$ cat src/rtl/usr_pkg.sv
// Shared constants for the universal/burst shift register slice.
package usr_pkg;

  // Operation select encoding applied to the current register contents
  localparam logic [2:0] MODE_HOLD = 3'b000;
  localparam logic [2:0] MODE_SHR  = 3'b001;
  localparam logic [2:0] MODE_SHL  = 3'b010;
  localparam logic [2:0] MODE_LOAD = 3'b011;
  localparam logic [2:0] MODE_ROR  = 3'b100;
  localparam logic [2:0] MODE_ROL  = 3'b101;
  localparam logic [2:0] MODE_ASR  = 3'b110;
  localparam logic [2:0] MODE_RSVD = 3'b111;

  // Burst sequencer states
  localparam logic [0:0] ST_IDLE  = 1'b0;
  localparam logic [0:0] ST_BURST = 1'b1;

endpackage

$ cat src/rtl/usr_shift_core.sv
// Combinational next-value function of the shift register for one operation.
import usr_pkg::*;

module usr_shift_core #(
  parameter int unsigned WIDTH = 8
) (
  input  logic [2:0]       mode_i,
  input  logic [WIDTH-1:0] q_i,
  input  logic [WIDTH-1:0] data_i,
  input  logic             left_serial_i,
  input  logic             right_serial_i,
  output logic [WIDTH-1:0] q_next_o
);

  // Select the next register value from the requested operation
  always_comb begin
    q_next_o = q_i;
    unique case (mode_i)
      MODE_SHR:  q_next_o = {left_serial_i, q_i[WIDTH-1:1]};
      MODE_SHL:  q_next_o = {q_i[WIDTH-2:0], right_serial_i};
      MODE_LOAD: q_next_o = data_i;
      MODE_ROR:  q_next_o = {q_i[0], q_i[WIDTH-1:1]};
      MODE_ROL:  q_next_o = {q_i[WIDTH-2:0], q_i[WIDTH-1]};
      MODE_ASR:  q_next_o = {q_i[WIDTH-1], q_i[WIDTH-1:1]};
      MODE_HOLD: q_next_o = q_i;
      MODE_RSVD: q_next_o = q_i;
      default:   q_next_o = q_i;
    endcase
  end

endmodule

$ cat src/rtl/burst_shift_register.sv
// Universal shift register with a burst sequencer that repeats one
// operation for a programmed number of cycles and flags completion.
import usr_pkg::*;

module burst_shift_register #(
  parameter int unsigned WIDTH = 8,
  parameter int unsigned CNT_W = 4
) (
  input  logic             clk,
  input  logic             reset,
  input  logic [2:0]       mode,
  input  logic             op_valid,
  input  logic             start,
  input  logic [CNT_W-1:0] burst_len,
  input  logic [WIDTH-1:0] data_in,
  input  logic             left_serial_in,
  input  logic             right_serial_in,
  output logic [WIDTH-1:0] q_out,
  output logic             serial_out_lsb,
  output logic             serial_out_msb,
  output logic             busy,
  output logic             done
);

  logic [0:0]       state_q, state_d;
  logic [CNT_W-1:0] cnt_q,   cnt_d;
  logic [2:0]       mode_q,  mode_d;
  logic [WIDTH-1:0] q_q,     q_d;
  logic             done_q,  done_d;

  logic [2:0]       core_mode;
  logic [WIDTH-1:0] core_q_next;

  // A burst uses the mode latched at start; IDLE single ops use the live mode
  assign core_mode = (state_q == ST_BURST) ? mode_q : mode;

  usr_shift_core #(
    .WIDTH (WIDTH)
  ) u_core (
    .mode_i         (core_mode),
    .q_i            (q_q),
    .data_i         (data_in),
    .left_serial_i  (left_serial_in),
    .right_serial_i (right_serial_in),
    .q_next_o       (core_q_next)
  );

  // Sequencer: single ops and burst launch in IDLE, counted ops in BURST
  always_comb begin
    state_d = state_q;
    cnt_d   = cnt_q;
    mode_d  = mode_q;
    q_d     = q_q;
    done_d  = 1'b0;
    unique case (state_q)
      ST_IDLE: begin
        if (start) begin
          if (burst_len != '0) begin
            mode_d  = mode;
            cnt_d   = burst_len;
            state_d = ST_BURST;
          end else begin
            done_d = 1'b1;
          end
        end else if (op_valid) begin
          q_d = core_q_next;
        end
      end
      ST_BURST: begin
        q_d   = core_q_next;
        cnt_d = cnt_q - CNT_W'(1);
        if (cnt_q == CNT_W'(1)) begin
          state_d = ST_IDLE;
          done_d  = 1'b1;
        end
      end
      default: state_d = ST_IDLE;
    endcase
  end

  // State registers with synchronous reset
  always_ff @(posedge clk) begin
    if (reset) begin
      state_q <= ST_IDLE;
      cnt_q   <= '0;
      mode_q  <= MODE_HOLD;
      q_q     <= '0;
      done_q  <= 1'b0;
    end else begin
      state_q <= state_d;
      cnt_q   <= cnt_d;
      mode_q  <= mode_d;
      q_q     <= q_d;
      done_q  <= done_d;
    end
  end

  assign q_out          = q_q;
  assign serial_out_lsb = q_q[0];
  assign serial_out_msb = q_q[WIDTH-1];
  assign busy           = (state_q == ST_BURST);
  assign done           = done_q;

endmodule

$ cat config.mk
export PLATFORM = sky130hd
export DESIGN_NAME = burst_shift_register
export DESIGN_NICKNAME = d
export VERILOG_FILES = /design/src/rtl/usr_pkg.sv /design/src/rtl/usr_shift_core.sv /design/src/rtl/burst_shift_register.sv
export SDC_FILE = /design/constraint.sdc
export NUM_CORES = 1
export LEC_CHECK = 0
export BUFFER_PORTS_ARGS = -buffer_cell sky130_fd_sc_hd__buf_2
export CAP_MARGIN = 20
export CORE_UTILIZATION = 55
export DETAILED_ROUTE_END_ITERATION = 6
export HOLD_SLACK_MARGIN = 0.02
export PLACE_DENSITY = 0.83
export SYNTH_ARGS = -nofsm -noshare
export SYNTH_HDL_FRONTEND = slang
export SYNTH_HIERARCHICAL = 1
export SYNTH_SLANG_ARGS = --single-unit
$ cat constraint.sdc
create_clock -name clk -period 3.5 [get_ports clk]
set_input_delay 0.7 -clock clk [delete_from_list [all_inputs] [get_ports clk]]
set_output_delay 0.7 -clock clk [all_outputs]
set_load 0.03 [all_outputs]
==> run metrics, run 1 <==
status finished clean; grt ovf 0; setup bufs post-CTS 0; Die Ht 52.1 µm; final std cells w/o fill 220; post-synthesis sequential element count 17; Skew-Pair Late Insertion Delay around 0.29 ns; antenna-violating nets left 0; Initial Utilization 0.601; pre-CTS setup slack 1.04 ns; CP arrival ~2.8 ns; TNS Setup 0 ns; dominant synthesized flop cell dfxtp_1; drt drc 0; Setup CP Type reg2reg; H-tree levels 1; required time of the critical path 3.74 ns; drt via density between 6 and 7; Tmin final around 2.5 ns; Worst path slowest cell dfxtp_1; first-pass GRT wire length ~5.3 mm; HP Class reg2reg; vias in the first global route 1185; Antenna Diode Count 0; worst stage delay on the critical path ~0.67 ns; Std-Cell Rows 17; Reg2Reg Depth 7; Total GRT Usage 0.259; Hold Fails Final Rpt 0; fillers 208; Die Width around 52 µm; layout cells sized above 1 0.260; Synth Warn # 6; Hold Path Stages 2; area of the die between 2000 and 3000 µm²; # clock sinks 17; total wire length 3.38 mm; startpoint types register; layout overhead on the synthesized area 7.52%; Post-synth EDFFs 0; Max-slew headroom 0.599; max_cap viols 0; CTS tree yes; R2R Path End q_out[5]$_SDFFE_PP0P_; Synth Area per Inst 8.03 µm²; min setup slack post-route approximately 0.99 ns; Final setup viols 0; Worst Skew ~0.0012 ns; XOR/XNOR share of the synthesized area 0; Core Region 2300 µm²; Avg WL per Cell 15.4 µm; sequential cell area fraction in the yosys report 0.246; Power, Total approximately 530 µW; initial antenna violation count 0; Simple-Gate Fraction of Synth Area 0.226; drt first pass iters 4; IO Port Bufs 32; r2r setup slk just under 1 ns; Static Leakage roughly 0.00057 µW; Root Buffer clkbuf_4; Placer Congestion 0.813; post-synth cell types between 40 and 50; DRT iter0 DRCs 55; Synth Cell Area 1380 µm²; hpwl dp ~2.3 mm; WHS Endpoint mode_q[0]$_SDFFE_PP0P_; I/O pins 33; Critical R2R Launch busy$_SDFF_PP0_; f_max between 0.3 and 0.4 GHz; CTS Buf Count 3; RSZ-0062 raised after global routing false; routed via count approximately 1400; Synth Instances between 150 and 200; worst-path cell chain mux2_2, inv_1, nand2_1, a311o_1, o221ai_1, o21ai_0, a21oi_1; mux cell area share after synthesis 0.0589; Max Root-Sink Buffers 2; CP endpoint kind register; post-synthesis net count 195; largest net degree at the start of global routing 29; measured slew at the worst slew-check pin 0.598 ns; Reg clk slew, reported paths 0.12 ns; origin of the worst min-delay path mode_q[0]$_SDFFE_PP0P_; main combinational cell family by area after synthesis compound AO/OA/AOI/OAI gates; crit path max fanout 21; final period utilization 0.718; placed instance count ~220; cts hold-fix bufs 0; Power Density ~360 nW/µm²; adder-cell area share of the yosys netlist 0.0181; compound-cell area share of the yosys netlist 0.341; CTS resizes 0; VDD IR max around 0.00021 V; Async S/R FF share, synth 0; Core Util, Final 0.647; Slew Viols, Final 0; Nets between 200 and 250
## per-layer routing
metal | track usage | up-vias | part of all wire
met5 | 0 | - | 0
met4 | 0.0541 | 0 | 0.012
met3 | 0.0409 | 8 | 0.056
met2 | 0.427 | 67 | 0.46
met1 | 0.353 | 668 | 0.47
li1 | - | 683 | -
## worst max-delay path by stage
| stage | slack, ns | cells past startpoint | end | startpoint |
|---|---|---|---|---|
| 3_3_place_gp | 1.09 | 8 | q_out[5]$_SDFFE_PP0P_ | mode[2] |
| 6_report | 0.99 | 7 | q_out[5]$_SDFFE_PP0P_ | busy$_SDFF_PP0_ |
| 4_1_cts | 1.06 | 7 | q_out[5]$_SDFFE_PP0P_ | busy$_SDFF_PP0_ |
| 2_1_floorplan | 1.41 | 9 | q_out[1]$_SDFFE_PP0P_ | busy$_SDFF_PP0_ |
| 3_5_place_dp | 1.04 | 8 | q_out[5]$_SDFFE_PP0P_ | mode[2] |
| 5_1_grt | 0.83 | 7 | q_out[5]$_SDFFE_PP0P_ | busy$_SDFF_PP0_ |
## kinds of logic (layout without fill, tap and decap cells)
kind of cell	Yosys count	in the layout
AOI/OAI and AO/OA	73	73
adders and majority gates	2	2
buffers and inverters	23	43
muxes	7	7
and+or+nand+nor	50	50
DFF	17	17
## placed cells by master, fill, tap and decap left out, types with 3 or more instances in the layout
cell / instances
mux2_2: 5
buf_2: 32
o21ai_0: 6
nor2_1: 4
a22oi_1: 5
dfxtp_1: 17
nand2_1: 16
o221ai_1: 6
a21boi_0: 7
a21oi_1: 24
or3b_1: 8
inv_1: 6
clkbuf_4: 3
nand3_1: 5
nor2b_1: 4
o21ai_1: 9
## worst max-delay path, delay by kind of cell (launching register included)
| kind | cells | cell delay [ns] |
|---|---|---|
| AND/OR/NAND/NOR | 1 | 0.15 |
| multiplexers | 1 | 0.58 |
| buffers and inverters | 1 | 0.35 |
| flip-flops | 1 | 0.67 |
| AO/OA/AOI/OAI | 4 | 0.70 |
## sequential cells by signal, summed over array words and instances, names as in the netlist
signal	cells
q_out	8
cnt_q	4
busy	1
done	1
mode_q	3
## through the flow
step | hold WS, ns | area (µm²)
after floorplan | 0.455 | 1380
after global placement | 0.466 | 1460
after detailed placement | 0.470 | 1460
after CTS | 0.491 | 1490
after global routing | 0.536 | 1490
final | 0.496 | 1490
## report_power, final
group / switching, µW / internal [µW]
registers: 22.0 / 209
logic: 113 / 75.2
clock network: 72.0 / 43.4
## synth_stat cells (2+ instances only)
cell type / number / area [µm²]
a211o_1: 2 / 17.5
a21boi_0: 7 / 52.6
a21oi_1: 24 / 120
a21oi_2: 2 / 17.5
a22oi_1: 5 / 37.5
a311o_1: 2 / 20.0
a31oi_1: 2 / 12.5
buf_2: 4 / 20.0
buf_4: 3 / 22.5
buf_6: 5 / 56.3
clkbuf_1: 3 / 11.3
dfxtp_1: 17 / 340
ha_1: 2 / 25.0
inv_1: 6 / 22.5
mux2_2: 5 / 56.3
nand2_1: 16 / 60.1
nand2b_1: 2 / 12.5
nand3_1: 5 / 25.0
nand3b_1: 2 / 15.0
nor2_1: 4 / 15.0
nor2b_1: 4 / 25.0
nor2b_2: 2 / 17.5
o211ai_1: 2 / 15.0
o21ai_0: 6 / 30.0
o21ai_1: 9 / 45.0
o221ai_1: 6 / 52.6
or3b_1: 8 / 70.1
## area by class of cell
| type | instances | area, µm² | area share |
|---|---|---|---|
| Multi-Input combinational cell | 132 | 890 | 0.599 |
| Sequential cell | 17 | 340 | 0.229 |
| Timing Repair Buffer | 33 | 168 | 0.113 |
| Tap cell | 28 | 35.0 | 0.0236 |
| Clock buffer | 3 | 22.5 | 0.0152 |
| Inverter | 6 | 22.5 | 0.0152 |
| Clock inverter | 1 | 7.51 | 0.00505 |
Power figures use the tool's default switching activity.
==> inputs of run 2 (changes only) <==
--- a/config.mk
+++ b/config.mk
@@ -7,10 +7,10 @@
 export LEC_CHECK = 0
 export BUFFER_PORTS_ARGS = -buffer_cell sky130_fd_sc_hd__buf_2
 export CAP_MARGIN = 20
-export CORE_UTILIZATION = 55
+export CORE_UTILIZATION = 48
 export DETAILED_ROUTE_END_ITERATION = 6
 export HOLD_SLACK_MARGIN = 0.02
-export PLACE_DENSITY = 0.83
+export PLACE_DENSITY = 0.77
 export SYNTH_ARGS = -nofsm -noshare
 export SYNTH_HDL_FRONTEND = slang
 export SYNTH_HIERARCHICAL = 1
==> constraint.sdc (replaced) <==
create_clock -name clk -period 2.2 [get_ports clk]
set_input_delay 0.44 -clock clk [delete_from_list [all_inputs] [get_ports clk]]
set_output_delay 0.44 -clock clk [all_outputs]
set_load 0.03 [all_outputs]
==> run 2 against run 1 <==
  * Global-route usage shrank 4.2 points
  * Total power grew 55%
  * Core utilization shrank 10 points
  * Design area grew 0.59%
  * Sequential share of layout area shrank 0.13 points
  * Via count shrank 2.0%
  * Count of clock-buffer cells in the layout is the same
  * Wire length shrank 3.5%
  * Die area grew 14%
==> run metrics, run 2 (synthesized netlist as in run 1, its figures left out) <==
status finished clean; Max Root-Sink Buffers 2; R2R Path End q_out[2]$_SDFFE_PP0P_; layout cells sized above 1 0.264; Hold Fails Final Rpt 0; Power Density about 560 nW/µm²; drt drc 0; origin of the worst min-delay path mode[0]; measured slew at the worst slew-check pin 0.572 ns; Final setup viols 0; multi-input logic area 890 µm²; Power, Total about 830 µW; CP arrival between 2 and 2.5 ns; Setup CP Type reg2reg; total wire length 3.26 mm; Static Leakage just under 0.0006 µW; Reg power frac 0.438; antenna-violating nets left 0; Root Buffer clkbuf_4; Switch Pwr 309 µW; most frequent cells in the layout 32 x buf_2, 24 x a21oi_1, 17 x dfxtp_1; Die Ht about 56 µm; Worst Setup SP busy$_SDFF_PP0_; I/O pins 33; DRT iter0 DRCs 64; Nets approximately 220; cts hold-fix bufs 0; final instance area 1490 µm²; Worst Skew around 0.0033 ns; first-pass GRT wire length about 5.5 mm; fillers approximately 250; grt ovf 0; worst-path cell chain mux2_2, buf_4, nor2b_1, nor2_1, a211o_1, o221ai_1, o21ai_1, a21oi_1; Buf/Inv on CP 1; H-tree levels 1; startpoint types register; area of the die ~3100 µm²; Placer Congestion between 0.8 and 0.9; Avg WL per Cell around 15 µm; Slew Viols, Final 0; switching share of power 0.372; sequential cell area between 300 and 400 µm²; max_cap viols 0; Tmin final just under 2 ns; VDD IR max about 0.0004 V; Max-slew headroom 0.617; CTS resizes 0; CP endpoint kind register; Levels on crit path 8; IO Port Bufs 32; vias in the first global route 1221; drt first pass iters 4; Largest register FFs 8; CTS tree yes; CP top delay family compound AO/OA/AOI/OAI gates; Reg2Reg Depth 8; Std-Cell Rows 19; drt via density around 6.2; Core Region about 2700 µm²; initial antenna violation count 0; Worst path slowest cell dfxtp_1; RSZ-0062 raised after global routing false; Initial Utilization 0.505; Core Util, Final 0.546; Skew-Pair Late Insertion Delay around 0.29 ns; HP Class in2reg; worst setup path endpoint q_out[2]$_SDFFE_PP0P_; TNS Setup 0 ns; setup bufs post-CTS 0; r2r setup slk 0.25 ns; most common cell after layout, fill and taps aside buf_2; CTS Buf Count 3; DP Area roughly 1500 µm²; required time of the critical path around 2.4 ns; final period utilization 0.888; Antenna Diode Count 0; Reg clk slew, reported paths about 0.1 ns; Die Width 55.6 µm; Critical R2R Launch busy$_SDFF_PP0_; hpwl dp 2.38 mm; crit path max fanout 19; largest net degree at the start of global routing 30; layout overhead on the synthesized area 8.15%; # clock sinks 17; f_max just over 0.5 GHz; clock share of power 0.200; combinational power share 0.362; routed via count between 1000 and 1500; Internal Power between 500 and 600 µW; Total GRT Usage 0.218; worst stage delay on the critical path 0.42 ns
## run 2: changes by cell type in the layout (fill, tap and decap cells not counted), sizes merged
cell      change
buf           +1
clkinv        +1
clkinvlp      -1
## run 2: layer usage
| layer | up-vias | track usage | routed length, µm |
|---|---|---|---|
| met2 | 62 | 0.330 | 1510 |
| met5 | - | 0 | 0 |
| li1 | 687 | - | - |
| met3 | 2 | 0.0442 | 259 |
| met1 | 646 | 0.308 | 1470 |
| met4 | 0 | 0.0714 | 23 |
## run 2: how the worst min path moves through the flow
stage	endpoint	slack, ns	cells past startpoint
detailed placement	mode_q[2]$_SDFFE_PP0P_	0.48	2
finish	mode_q[0]$_SDFFE_PP0P_	0.42	3
floorplan	mode_q[0]$_SDFFE_PP0P_	0.46	2
CTS	mode_q[2]$_SDFFE_PP0P_	0.41	3
global placement	mode_q[0]$_SDFFE_PP0P_	0.47	2
global route	mode_q[0]$_SDFFE_PP0P_	0.41	3
## run 2: tightest hold or removal path, delay by kind of cell
kind	cells	cell delay, ns
compound gates	1	0.06
buf+inv	1	0.11
simple gates	1	0.06
## run 2: power by group through the flow
stage | clock network, µW | logic, µW | registers [µW]
4_1_cts | 170 | 298 | 363
6_report | 166 | 300 | 364
2_1_floorplan | 0 | 227 | 388
5_1_grt | 179 | 329 | 369
3_3_place_gp | 0 | 292 | 369
3_5_place_dp | 0 | 297 | 370
## run 2: area by class of cell
type,instances,area share
tap,31,0.0260
multi-input combinational,132,0.595
timing repair buffer,34,0.117
clock buffer,3,0.0151
clock inverter,1,0.00335
sequential,17,0.228
inverter,6,0.0151
## run 2: stage by stage
stage	hold WS (ns)	setup slack, ns	instances
2_1_floorplan	0.455	0.105	172
3_3_place_gp	0.467	0.249	220
3_5_place_dp	0.479	0.227	220
4_1_cts	0.409	0.274	224
5_1_grt	0.414	0.121	224
6_report	0.422	0.246	224
